<file path="config.mk">
export PLATFORM = sky130hd
export DESIGN_NAME = fd_spi_master_flat
export DESIGN_NICKNAME = d
export VERILOG_FILES = /design/src/rtl/fd_spi_master_if.sv /design/src/rtl/fd_spi_master.sv /design/src/flat_wrapper.sv
export SDC_FILE = /design/constraint.sdc
export NUM_CORES = 1
export LEC_CHECK = 0
export BUFFER_PORTS_ARGS = -buffer_cell sky130_fd_sc_hd__buf_2
export CAP_MARGIN = 20
export CORE_UTILIZATION = 55
export DETAILED_ROUTE_END_ITERATION = 12
export PLACE_DENSITY = 0.87
export SLEW_MARGIN = 20
export SYNTH_ARGS = -nofsm -noshare
export SYNTH_HDL_FRONTEND = slang
export SYNTH_SLANG_ARGS = --single-unit
</file>
<file path="constraint.sdc">
create_clock -name clk_sys_i -period 5.8 [get_ports clk_sys_i]
set_input_delay 0.29 -clock clk_sys_i [delete_from_list [all_inputs] [get_ports clk_sys_i]]
set_output_delay 0.29 -clock clk_sys_i [all_outputs]
set_load 0.05 [all_outputs]
</file>
<file path="src/rtl/fd_spi_master_if.sv">
// fd_spi_master_if: request/response handshake and SPI pins of the FD serial bus master
interface fd_spi_master_if;
  logic        start_i;
  logic [1:0]  cs_sel_i;
  logic [23:0] data_i;
  logic        ready_o;
  logic        done_o;
  logic [23:0] data_o;
  logic        spi_cs_dac_n_o;
  logic        spi_cs_pll_n_o;
  logic        spi_cs_gpio_n_o;
  logic        spi_sclk_o;
  logic        spi_mosi_o;
  logic        spi_miso_i;
  modport master (
    input  start_i, cs_sel_i, data_i, spi_miso_i,
    output ready_o, done_o, data_o, spi_cs_dac_n_o, spi_cs_pll_n_o, spi_cs_gpio_n_o,
           spi_sclk_o, spi_mosi_o
  );
  modport slave (
    output start_i, cs_sel_i, data_i, spi_miso_i,
    input  ready_o, done_o, data_o, spi_cs_dac_n_o, spi_cs_pll_n_o, spi_cs_gpio_n_o,
           spi_sclk_o, spi_mosi_o
  );
endinterface

</file>
<file path="src/rtl/fd_spi_master.sv">
// fd_spi_master: mode-0 SPI master sending one 24-bit frame per request to the FD DAC, PLL or GPIO expander
module fd_spi_master #(
  parameter int g_div        = 4,
  parameter int g_frame_bits = 24
) (
  input  logic            clk_sys_i,
  input  logic            rst_i,
  fd_spi_master_if.master bus
);
  typedef enum logic [2:0] {IDLE, SETUP, HIGH, LOW, FINISH} state_t;
  localparam logic [7:0] last  = 8'(g_div - 1);
  localparam logic [4:0] nbits = 5'(g_frame_bits);
  state_t      state, state_n;
  logic [7:0]  cnt, cnt_n;
  logic [4:0]  bits, bits_n;
  logic [23:0] sh, sh_n, rx, rx_n, dout, dout_n;
  logic [2:0]  cs_n, cs_n_n;
  logic        sclk, sclk_n, mosi, mosi_n, ready, ready_n, done, done_n;
  logic        tick;
  assign tick = cnt == last;
  always_comb begin
    state_n = state;
    cnt_n   = cnt + 8'd1;
    bits_n  = bits;
    sh_n    = sh;
    rx_n    = rx;
    dout_n  = dout;
    cs_n_n  = cs_n;
    sclk_n  = sclk;
    mosi_n  = mosi;
    ready_n = ready;
    done_n  = 1'b0;
    case (state)
      IDLE: if (bus.start_i && ready) begin
        state_n = SETUP;
        cnt_n   = '0;
        bits_n  = '0;
        sh_n    = bus.data_i;
        rx_n    = '0;
        mosi_n  = bus.data_i[23];
        ready_n = 1'b0;
        cs_n_n  = ~(3'b001 << bus.cs_sel_i);
      end
      SETUP: if (tick) begin
        state_n = HIGH;
        cnt_n   = '0;
        sclk_n  = 1'b1;
      end
      HIGH: begin
        rx_n = (cnt == 8'd0) ? {rx[22:0], bus.spi_miso_i} : rx;
        if (tick) begin
          state_n = LOW;
          cnt_n   = '0;
          sclk_n  = 1'b0;
          bits_n  = bits + 5'd1;
          sh_n    = sh << 1;
          mosi_n  = (bits == nbits - 5'd1) ? mosi : sh[22];
        end
      end
      LOW: if (tick) begin
        cnt_n   = '0;
        state_n = (bits < nbits) ? HIGH : FINISH;
        sclk_n  = bits < nbits;
        if (bits >= nbits) begin
          cs_n_n = 3'b111;
          done_n = 1'b1;
          dout_n = rx;
          mosi_n = 1'b0;
        end
      end
      FINISH: begin
        state_n = IDLE;
        ready_n = 1'b1;
      end
      default: state_n = IDLE;
    endcase
  end
  always_ff @(posedge clk_sys_i) begin
    if (rst_i) begin
      state <= IDLE;
      cnt   <= '0;
      bits  <= '0;
      sh    <= '0;
      rx    <= '0;
      dout  <= '0;
      cs_n  <= 3'b111;
      sclk  <= 1'b0;
      mosi  <= 1'b0;
      ready <= 1'b1;
      done  <= 1'b0;
    end else begin
      state <= state_n;
      cnt   <= cnt_n;
      bits  <= bits_n;
      sh    <= sh_n;
      rx    <= rx_n;
      dout  <= dout_n;
      cs_n  <= cs_n_n;
      sclk  <= sclk_n;
      mosi  <= mosi_n;
      ready <= ready_n;
      done  <= done_n;
    end
  end
  assign bus.ready_o         = ready;
  assign bus.done_o          = done;
  assign bus.data_o          = dout;
  assign bus.spi_cs_dac_n_o  = cs_n[0];
  assign bus.spi_cs_pll_n_o  = cs_n[1];
  assign bus.spi_cs_gpio_n_o = cs_n[2];
  assign bus.spi_sclk_o      = sclk;
  assign bus.spi_mosi_o      = mosi;
endmodule

</file>
<file path="src/flat_wrapper.sv">
// flat-port wrapper written by rule: the top's interface ports become plain ports
module fd_spi_master_flat 
#(
  parameter int g_div        = 4,
  parameter int g_frame_bits = 24
)
  (clk_sys_i, rst_i, bus_start_i, bus_cs_sel_i, bus_data_i, bus_spi_miso_i, bus_ready_o, bus_done_o, bus_data_o, bus_spi_cs_dac_n_o, bus_spi_cs_pll_n_o, bus_spi_cs_gpio_n_o, bus_spi_sclk_o, bus_spi_mosi_o);
  fd_spi_master_if bus_i ();
  input  logic clk_sys_i;
  input  logic rst_i;
  input wire logic [$bits(bus_i.start_i)-1:0] bus_start_i;
  input wire logic [$bits(bus_i.cs_sel_i)-1:0] bus_cs_sel_i;
  input wire logic [$bits(bus_i.data_i)-1:0] bus_data_i;
  input wire logic [$bits(bus_i.spi_miso_i)-1:0] bus_spi_miso_i;
  output wire logic [$bits(bus_i.ready_o)-1:0] bus_ready_o;
  output wire logic [$bits(bus_i.done_o)-1:0] bus_done_o;
  output wire logic [$bits(bus_i.data_o)-1:0] bus_data_o;
  output wire logic [$bits(bus_i.spi_cs_dac_n_o)-1:0] bus_spi_cs_dac_n_o;
  output wire logic [$bits(bus_i.spi_cs_pll_n_o)-1:0] bus_spi_cs_pll_n_o;
  output wire logic [$bits(bus_i.spi_cs_gpio_n_o)-1:0] bus_spi_cs_gpio_n_o;
  output wire logic [$bits(bus_i.spi_sclk_o)-1:0] bus_spi_sclk_o;
  output wire logic [$bits(bus_i.spi_mosi_o)-1:0] bus_spi_mosi_o;
  assign bus_i.start_i = bus_start_i;
  assign bus_i.cs_sel_i = bus_cs_sel_i;
  assign bus_i.data_i = bus_data_i;
  assign bus_i.spi_miso_i = bus_spi_miso_i;
  assign bus_ready_o = bus_i.ready_o;
  assign bus_done_o = bus_i.done_o;
  assign bus_data_o = bus_i.data_o;
  assign bus_spi_cs_dac_n_o = bus_i.spi_cs_dac_n_o;
  assign bus_spi_cs_pll_n_o = bus_i.spi_cs_pll_n_o;
  assign bus_spi_cs_gpio_n_o = bus_i.spi_cs_gpio_n_o;
  assign bus_spi_sclk_o = bus_i.spi_sclk_o;
  assign bus_spi_mosi_o = bus_i.spi_mosi_o;
  fd_spi_master #(.g_div(g_div), .g_frame_bits(g_frame_bits)) u_core (.clk_sys_i(clk_sys_i), .rst_i(rst_i), .bus(bus_i));
endmodule
</file>
# --- After elaboration in Yosys (flattened, before gate mapping) ---
# Cells that the tools add are included.
op_classes:
  div_mod_pow: 0
  reduce_logical: 18
  add_sub_neg: 2
  multipliers: 0
  bitwise_logic: 3
  n_shift: 1
  mux: 35
  n_eq_ne: 13
  n_lt_le_gt_ge: 2
op_table:
  columns: ["operator", "n"]
  rows:
  - ["$mux W24", 2]
  - ["$pmux W24 S2", 1]
  - ["$mux W23", 2]
  - ["$pmux W23 S2", 1]
  - ["$mux W3", 8]
  - ["$mux W8", 2]
  - ["$pmux W8 S2", 1]
  - ["$ne A2 B1 Y1 const B", 6]
  - ["$pmux W3 S4", 1]
  - ["$reduce_and A4 Y1", 3]
  - ["$mux W1", 10]
  - ["$mux W5", 2]
  - ["$pmux W5 S2", 1]
  - ["$reduce_and A3 Y1", 3]
  - ["$add A8 B1 Y8 const B", 1]
  - ["$eq A8 B2 Y1 const B", 1]
  - ["$logic_not A8 Y1", 1]
  - ["$eq A3 B2 Y1 const B", 2]
  - ["$pmux W1 S3", 2]
  - ["$pmux W3 S2", 1]
  - ["$reduce_and A6 Y1", 1]
  - ["$reduce_bool A2 Y1", 3]
  - ["$reduce_bool A3 Y1", 2]
  - ["$reduce_or A3 Y1", 2]
  - ["other kinds (14)", 15]
word_totals:
  n_memories: 0
  ramBits: 0
  latchBits: 0
  romBits: 0
  regBits: 94

# --- Depth between registers and ports, before layout ---
# Gate-level depths: netlist (run 1).
depth:
  ltp_word: 4
  mapped_depth: 8
  depth_no_buf: 5

# --- Worst setup path before layout (run 1) ---
# Ideal clock, no wire load.
synth_path:
  path_type: "flip-flop to flip-flop"
  startpoint: "reg u_core.cnt[0]"
  endpoint: "reg u_core.bits[4]"
  t_required_ns: 5.730
  arrival_ns: 1.787
  synth_period_minus_slack_ns: 1.856
  stages_incl_launch_ff: 6
  slack_ns: 3.944
  setup_ns: 0.070
  path_cell_list: "dfxtp_1 > ha_1 > nor3b_2 > a31oi_2 > or4_1 > a21oi_1"
synth_via:
  elab_chain_cells: 3
synth_lines:
  columns: ["element", "line_no", "rtl"]
  rows:
  - ["start: declaration", "fd_spi_master.sv:14", "logic [7:0] cnt, cnt_n;"]
  - ["start signal: assignment", "fd_spi_master.sv:93", "cnt <= cnt_n;"]
  - ["$eq A8 B2 Y1", "fd_spi_master.sv:20", "assign tick = cnt == last;"]
  - ["$ne A2 B1 Y1 (no line)", null, null]
  - ["$reduce_and A3 Y1 (no line)", null, null]
  - ["end signal: assignment", "fd_spi_master.sv:94", "bits <= bits_n;"]
  - ["end: declaration", "fd_spi_master.sv:15", "logic [4:0] bits, bits_n;"]
# Every way passes these cells.
# A chain may end at the register's enable or synchronous reset.

# --- Worst setup path after layout (run 1) ---
layout_path:
  startpoint: "reg u_core.cnt[6]"
  endpoint: "reg u_core.rx[18]"
layout_via:
  elab_chain_cells: 3
layout_lines:
  columns: ["element", "line_no", "rtl"]
  rows:
  - ["$logic_not A8 Y1", "fd_spi_master.sv:50", "rx_n = (cnt == 8'd0) ? {rx[22:0], bus.spi_miso_i} : rx;"]
  - ["$ne A2 B1 Y1 (no line)", null, null]
  - ["$reduce_and A3 Y1 (no line)", null, null]
  - ["end signal: assignment", "fd_spi_master.sv:96", "rx <= rx_n;"]
  - ["end: declaration", "fd_spi_master.sv:16", "logic [23:0] sh, sh_n, rx, rx_n, dout, dout_n;"]
# Every way passes these cells.

==> results of run 1 <==
## through the flow
step | utilization | instance area [um2] | setup slack [ps] | hold WS, ps | total power (uW)
floorplan | - | 4020 | 3940 | 426 | 780
global placement | 0.621 | 4310 | 3140 | 440 | 806
detailed placement | 0.621 | 4310 | 3010 | 446 | 811
global route | 0.654 | 4540 | 2970 | 182 | 1290
CTS | 0.651 | 4520 | 2970 | 167 | 1250
finish | 0.654 | 4540 | 3180 | 186 | 1240
## critical path, stage by stage, from the launching register on
cell and delay [ps]:
dfxtp_1 370, nor4_4 580, a41oi_4 450, nor2_2 860, a41o_1 300
## per-layer routing
metal | GRT usage | vias to the layer above | wire (um)
li1 | - | 1727 | -
met1 | 0.310 | 1633 | 3990
met2 | 0.404 | 104 | 4080
met3 | 0.0521 | 12 | 432
met4 | 0.112 | 0 | 150
met5 | 0 | - | 0
## sequential cells by signal (all words and copies together), names as in the netlist
name	count
u_core.bus.spi_mosi_o	1
u_core.bus.spi_sclk_o	1
u_core.cnt	8
u_core.sh	23
u_core.cs_n	3
u_core.bus.data_o	24
u_core.bus.done_o	1
u_core.state	3
u_core.bus.ready_o	1
u_core.bits	5
u_core.rx	24
## power breakdown
group / leakage [uW] / switching [uW] / internal (uW)
sequential: 0.000763 / 14.6 / 665
clock: 0.000103 / 229 / 213
combinational: 0.00125 / 79.8 / 39.4
total: 0.00212 / 323 / 918
## final timing paths
kind	from	end
hold / removal	bus_data_i[6]	u_core.sh[6]$_SDFFE_PP0P_
hold reg to reg	u_core.bus.data_o[15]$_SDFFE_PP0P_	u_core.bus.data_o[15]$_SDFFE_PP0P_
setup / recovery	u_core.cnt[6]$_SDFF_PP0_	u_core.rx[18]$_SDFFE_PP0P_
setup reg to reg	u_core.cnt[6]$_SDFF_PP0_	u_core.rx[18]$_SDFFE_PP0P_
## synthesized netlist by cell type (all sizes together)
library cell	n	area, um2
inv	11	41.3
o41ai	1	8.76
a221o	1	10.0
buf	11	55.1
nor4	2	27.5
o211a	21	210
a311oi	24	210
o31ai	3	22.5
nand2	101	379
or3	1	6.26
a31oi	1	12.5
and4	1	8.76
nor4b	2	17.5
o21ai	4	20.0
ha	4	50.1
and3	3	18.8
a41o	21	210
nor2	23	88.8
a21o	2	15.0
a41oi	3	33.8
and3b	2	17.5
dfxtp	94	1880
mux2i	5	50.1
nor4bb	1	10.0
nor3b	2	25.0
a31o	1	8.76
o211ai	1	7.51
a211oi	1	7.51
clkbuf	31	116
nor2b	1	6.26
nand4	5	31.3
nand3	9	45.0
xor2	5	43.8
a311o	1	10.0
o31a	1	8.76
and2	3	18.8
or4	1	7.51
a21oi	54	270
xnor2	1	8.76
## final cells by class
| type | count | share of cell area |
|---|---|---|
| repair buffers | 66 | 0.0768 |
| flip-flops and latches | 94 | 0.414 |
| well taps | 96 | 0.0264 |
| clock inverters | 6 | 0.0151 |
| clock buffers | 10 | 0.0303 |
| multi-input cells | 312 | 0.428 |
| inverters | 11 | 0.00909 |
## cell families (layout without fill, tap and decap cells)
| kind of cell | after synthesis | after routing |
|---|---|---|
| AND/OR/NAND/NOR | 157 | 157 |
| AO/OA/AOI/OAI | 140 | 140 |
| flip-flops | 94 | 94 |
| buffers and inverters | 53 | 93 |
| XOR/XNOR | 6 | 6 |
| multiplexers | 5 | 5 |
| adder cells (fa/ha/maj) | 4 | 4 |
==> metrics.md, run 1 <==
| Metric | Value |
|---|---|
| Outcome | `finished clean` |
| Clock Latency Late Sink | `360 ps` |
| Global-route usage over all layers | `0.246` |
| Vias per inst | `5.84` |
| Hold path depth | `3` |
| DRC viols | `0` |
| Vias | `3476` |
| Area grow syn2layout | `13.0%` |
| Die height | `87.5 um` |
| Clock sink count | `94` |
| Main combinational cell family by area after synthesis | `compound AO/OA/AOI/OAI gates` |
| CP Data Required Time | `6110 ps` |
| Max-slew violation count | `0` |
| Worst Hold Class | `primary input to flop` |
| Initial Util | `0.579` |
| CP Launch Type | `flop` |
| Hold Buf Count CTS | `0` |
| 1st-iter DRT viols | `253` |
| Placed insts | `578` |
| Rows | `30` |
| Post-synthesis mux area share | `0.0124` |
| WL final | `8.65 mm` |
| H-tree depth | `3` |
| Worst EP arrival | `2930 ps` |
| # Post-CTS Setup Buffers | `0` |
| Vias in the first global route | `3229` |
| Power per standard cell area | `273 nW/um2` |
| Ant diodes | `0` |
| CTS tree | `yes` |
| DRT antenna net count | `0` |
| CP endpoint kind | `flop` |
| R2R depth | `4` |
| Clk root buf | `clkbuf_8` |
| Minimum clock period | `2620 ps` |
| Commonest non-fill, non-tap cell in the layout | `nand2_1` |
| Clock-pin slew on the worst setup and hold paths | `100 ps` |
| NumNets Final | `528` |
| Pin count of the biggest net entering global routing | `62` |
| Total CTS buffers | `9` |
| Adder-Cell Fraction of Synth Area | `0.0124` |
| Total die area | `7660 um2` |
| Post-synthesis cell count | `459` |
| FILL cells | `573` |
| Max Fanout on Critical Path | `24` |
| R2R setup slack | `3180 ps` |
| Synth Register Bits | `94` |
| Share of cells above drive strength 1 | `0.178` |
| RSZ-0062 raised after global routing | `false` |
| First-pass GRT wire length | `14.7 mm` |
| Die X | `87.5 um` |
| Placer Congestion | `0.869` |
| I/O Buffers | `60` |
| Clock Skew | `11.9 ps` |
| Post-route insts no fill | `595` |
| Synth Area in Compound Gates | `0.265` |
| Final period util | `0.452` |
| Sequential element share of the synthesized area | `0.468` |
| Final hold violation count | `0` |
| Leak | `0.00212 uW` |
| Post-Syn Area | `4020 um2` |
| FF+latch area | `1880 um2` |
| Overflow after GRT | `0` |
| IO Pins | `61` |
| Initial antenna violation count | `0` |
| Post-synthesis cell type count | `43` |
| Dpl hpwl | `5.41 mm` |
| First-pass DRT Iterations | `5` |
| Pin slew with the least headroom to its limit | `996 ps` |
| Final setup violation count | `0` |
| Synth Area in Simple Gates | `0.176` |
| Clock buffer depth | `2` |
| Commonest cells after routing, fill and taps aside | `101 x nand2_1, 94 x dfxtp_1, 60 x buf_2` |
| VDD IR max | `0.175 mV` |
| CP Class | `flop to flop` |
| Max cap viols | `0` |
| Post-CTS sizing | `0` |
| Xor/xnor cell area share of the yosys netlist | `0.0131` |
| Area of the multi-input gates | `1940 um2` |
| Slew headroom | `0.334` |
| WL/cell | `14.5 um` |
| Fmax | `0.382 GHz` |
| Syn. warnings | `0` |
| Post-synth net total | `493` |
| Syn_area_per_cell | `8.76 um2` |
| Setup TNS Final | `0 ps` |
| Core Region | `6940 um2` |
(Power assumes the default switching activity.)
==> run 2, diff against run 1 <==
--- a/config.mk
+++ b/config.mk
@@ -5,6 +5,7 @@
 export SDC_FILE = /design/constraint.sdc
 export NUM_CORES = 1
 export LEC_CHECK = 0
+export ABC_AREA = 1
 export BUFFER_PORTS_ARGS = -buffer_cell sky130_fd_sc_hd__buf_2
 export CAP_MARGIN = 20
 export CORE_UTILIZATION = 55
==> constraint.sdc (replaced) <==
create_clock -name clk_sys_i -period 2.8 [get_ports clk_sys_i]
set_input_delay 0.14 -clock clk_sys_i [delete_from_list [all_inputs] [get_ports clk_sys_i]]
set_output_delay 0.14 -clock clk_sys_i [all_outputs]
set_load 0.05 [all_outputs]
==> run 2 against run 1 <==
Sequential power is 110% higher; utilization down 3.1 points; synthesized cell count rose by 20%; non-clock buffer count unchanged; combinational power increased by 130%; sequential cell count stayed put; first-iteration DRC count shrank 4.3%; die area grew 2.2%; power grew 100%; final cell count increased by 17%; sequential share of layout area is 0.23 points higher; setup slack worse by 2200 ps; critical path type unchanged; critical endpoint is now u_core.sh[12]$_SDFFE_PP0P_; largest power group unchanged.
==> metrics.md, run 2 <==
| Metric | Value |
|---|---|
| CP Class | `flop to flop` |
| Main synth FF type | `dfxtp_1` |
| Core Util, Final | `0.623` |
| Outcome | `finished clean` |
| Die X | `88.5 um` |
| Post-synthesis cell type count | `27` |
| Share of cells above drive strength 1 | `0.175` |
| Leak | `0.00189 uW` |
| Synth top area share | `0.458` |
| Syn_area_per_cell | `7.45 um2` |
| FILL cells | `671` |
| Post-synth top cells | `143 x nand2_1, 94 x dfxtp_1, 86 x nand3_1` |
| Area grow syn2layout | `9.89%` |
| Slew headroom | `0.551` |
| Combinational share of power | `0.110` |
| Crit path max-delay family | `simple AND/OR/NAND/NOR gates` |
| Initial Util | `0.567` |
| Hold Buf Count CTS | `0` |
| Leading area contributor after synthesis | `dfxtp_1` |
| Max-slew violation count | `0` |
| Clock buffer depth | `2` |
| Pin slew with the least headroom to its limit | `673 ps` |
| Reg power frac | `0.557` |
| Ant diodes | `0` |
| DRC viols | `0` |
| IO Pins | `61` |
| Switch Pwr | `710 uW` |
| NumNets Final | `629` |
| CTS tree | `yes` |
| Die height | `88.5 um` |
| Vias | `3713` |
| Sw frac | `0.280` |
| Max incr delay on CP | `390 ps` |
| Overflow after GRT | `0` |
| CP Launch Type | `flop` |
| CP endpoint kind | `flop` |
| Commonest cells after routing, fill and taps aside | `143 x nand2_1, 94 x dfxtp_1, 86 x nand3_1` |
| Clock-pin slew on the worst setup and hold paths | `90 ps` |
| Final setup violation count | `0` |
| Clock Skew | `12.8 ps` |
| Power per standard cell area | `561 nW/um2` |
| Worst EP arrival | `2030 ps` |
| CP Data Required Time | `3020 ps` |
| 1st-iter DRT viols | `242` |
| Dominant cells by area after synthesis | `dfxtp_1 46%, nand2_1 13%, nand3_1 10%` |
| Total die area | `7830 um2` |
| # Post-CTS Setup Buffers | `0` |
| Fmax | `0.553 GHz` |
| First-pass DRT Iterations | `4` |
| Clock Latency Late Sink | `370 ps` |
| Worst Hold Class | `primary input to flop` |
| Dpl hpwl | `5.65 mm` |
| Pin count of the biggest net entering global routing | `63` |
| Post-Syn Area | `4110 um2` |
| I/O Buffers | `60` |
| Post-CTS sizing | `0` |
| Max cap viols | `0` |
| VDD IR max | `0.346 mV` |
| Setup TNS Final | `0 ps` |
| Vias in the first global route | `3210` |
| Final hold violation count | `0` |
| Clock sink count | `94` |
| Initial antenna violation count | `0` |
| Placer Congestion | `0.843` |
| CP max stage cell | `nor2_4` |
| DRT antenna net count | `0` |
| Post-synth EDFFs | `0` |
| RSZ-0062 raised after global routing | `false` |
| Core Region | `7250 um2` |
| H-tree depth | `3` |
| Most common cell on crit path | `nand2_2` |
| WL final | `8.67 mm` |
| Buf/Inv on CP | `2` |
| Post-synthesis cell count | `552` |
| Dominant cell by count in the synthesized netlist | `nand2_1` |
| Final period util | `0.646` |
| Rows | `31` |
| Synth async-reset ratio | `0` |
| Syn. warnings | `0` |
| First-pass GRT wire length | `13.9 mm` |
| Crit path cell chain | `inv_2 -> nand2_2 -> nor2_4 -> nand2_2 -> nand2_4 -> inv_4 -> nand2_1 -> a21oi_1` |
| Commonest non-fill, non-tap cell in the layout | `nand2_1` |
| Global-route usage over all layers | `0.229` |
| Post-synth net total | `586` |
| Total CTS buffers | `9` |
| Clock share of power | `0.332` |
| Minimum clock period | `1810 ps` |
| Max Fanout on Critical Path | `28` |
| Clk root buf | `clkbuf_8` |
| WL/cell | `12.4 um` |
| Sequential element share of the synthesized area | `0.458` |
| Synth Register Bits | `94` |
| Internal | `1820 uW` |
| Vias per inst | `5.31` |
## run 2: worst paths after layout
path	slack, ps	to	cells after the start	startpoint
min	50	u_core.rx[0]$_SDFFE_PP0P_	3	bus_spi_miso_i
max	990	u_core.sh[12]$_SDFFE_PP0P_	8	u_core.state[0]$_SDFFE_PP0P_
max reg2reg	990	u_core.sh[12]$_SDFFE_PP0P_	8	u_core.state[0]$_SDFFE_PP0P_
min reg2reg	460	u_core.bus.data_o[7]$_SDFFE_PP0P_	2	u_core.bus.data_o[7]$_SDFFE_PP0P_
## run 2: cell families after synthesis
logic type / share of synthesized area
simple gates: 0.331
flops: 0.458
compound gates: 0.107
buf+inv: 0.0794
xor+xnor: 0.0128
fa+ha+maj: 0.0122
## run 2: routing by layer
metal  share of wire  vias to the layer above  track usage
li1                -                     1877            -
met1            0.43                     1696        0.275
met2            0.49                      123        0.387
met3           0.057                       17       0.0653
met4           0.016                        0       0.0880
met5               0                        -            0
## run 2: cell type report
| class | instances | area, um2 | area share |
|---|---|---|---|
| well taps | 99 | 124 | 0.0274 |
| clock buffers | 11 | 141 | 0.0313 |
| multi-input cells | 403 | 1900 | 0.421 |
| repair buffers | 66 | 345 | 0.0764 |
| inverters | 21 | 81.3 | 0.0180 |
| clock inverters | 5 | 41.3 | 0.00914 |
| flip-flops and latches | 94 | 1880 | 0.417 |
## run 2: power groups by stage
stage | registers [uW] | clock network (uW) | logic [uW]
after CTS | 1410 | 859 | 279
final | 1410 | 842 | 279
after global placement | 1440 | 0 | 270
after global routing | 1420 | 913 | 313
after detailed placement | 1440 | 0 | 278
after floorplan | 1470 | 0 | 204
## run 2: worst reg2reg max path: cells and delay by family (launching register included)
kind	cells	cell delay, ps
DFF	1	370
buffers and inverters	2	280
and+or+nand+nor	5	980
AOI/OAI and AO/OA	1	60
## run 2: per-stage QoR
step | instances | hold WS, ps | total power [uW] | setup slack, ps | area (um2)
after detailed placement | 683 | 431 | 1720 | 1010 | 4340
after global placement | 683 | 421 | 1710 | 1040 | 4340
after global routing | 699 | 45.3 | 2640 | 827 | 4520
after CTS | 699 | 37.9 | 2550 | 978 | 4520
final | 699 | 48.8 | 2530 | 991 | 4520
after floorplan | 552 | 300 | 1670 | 1260 | 4110
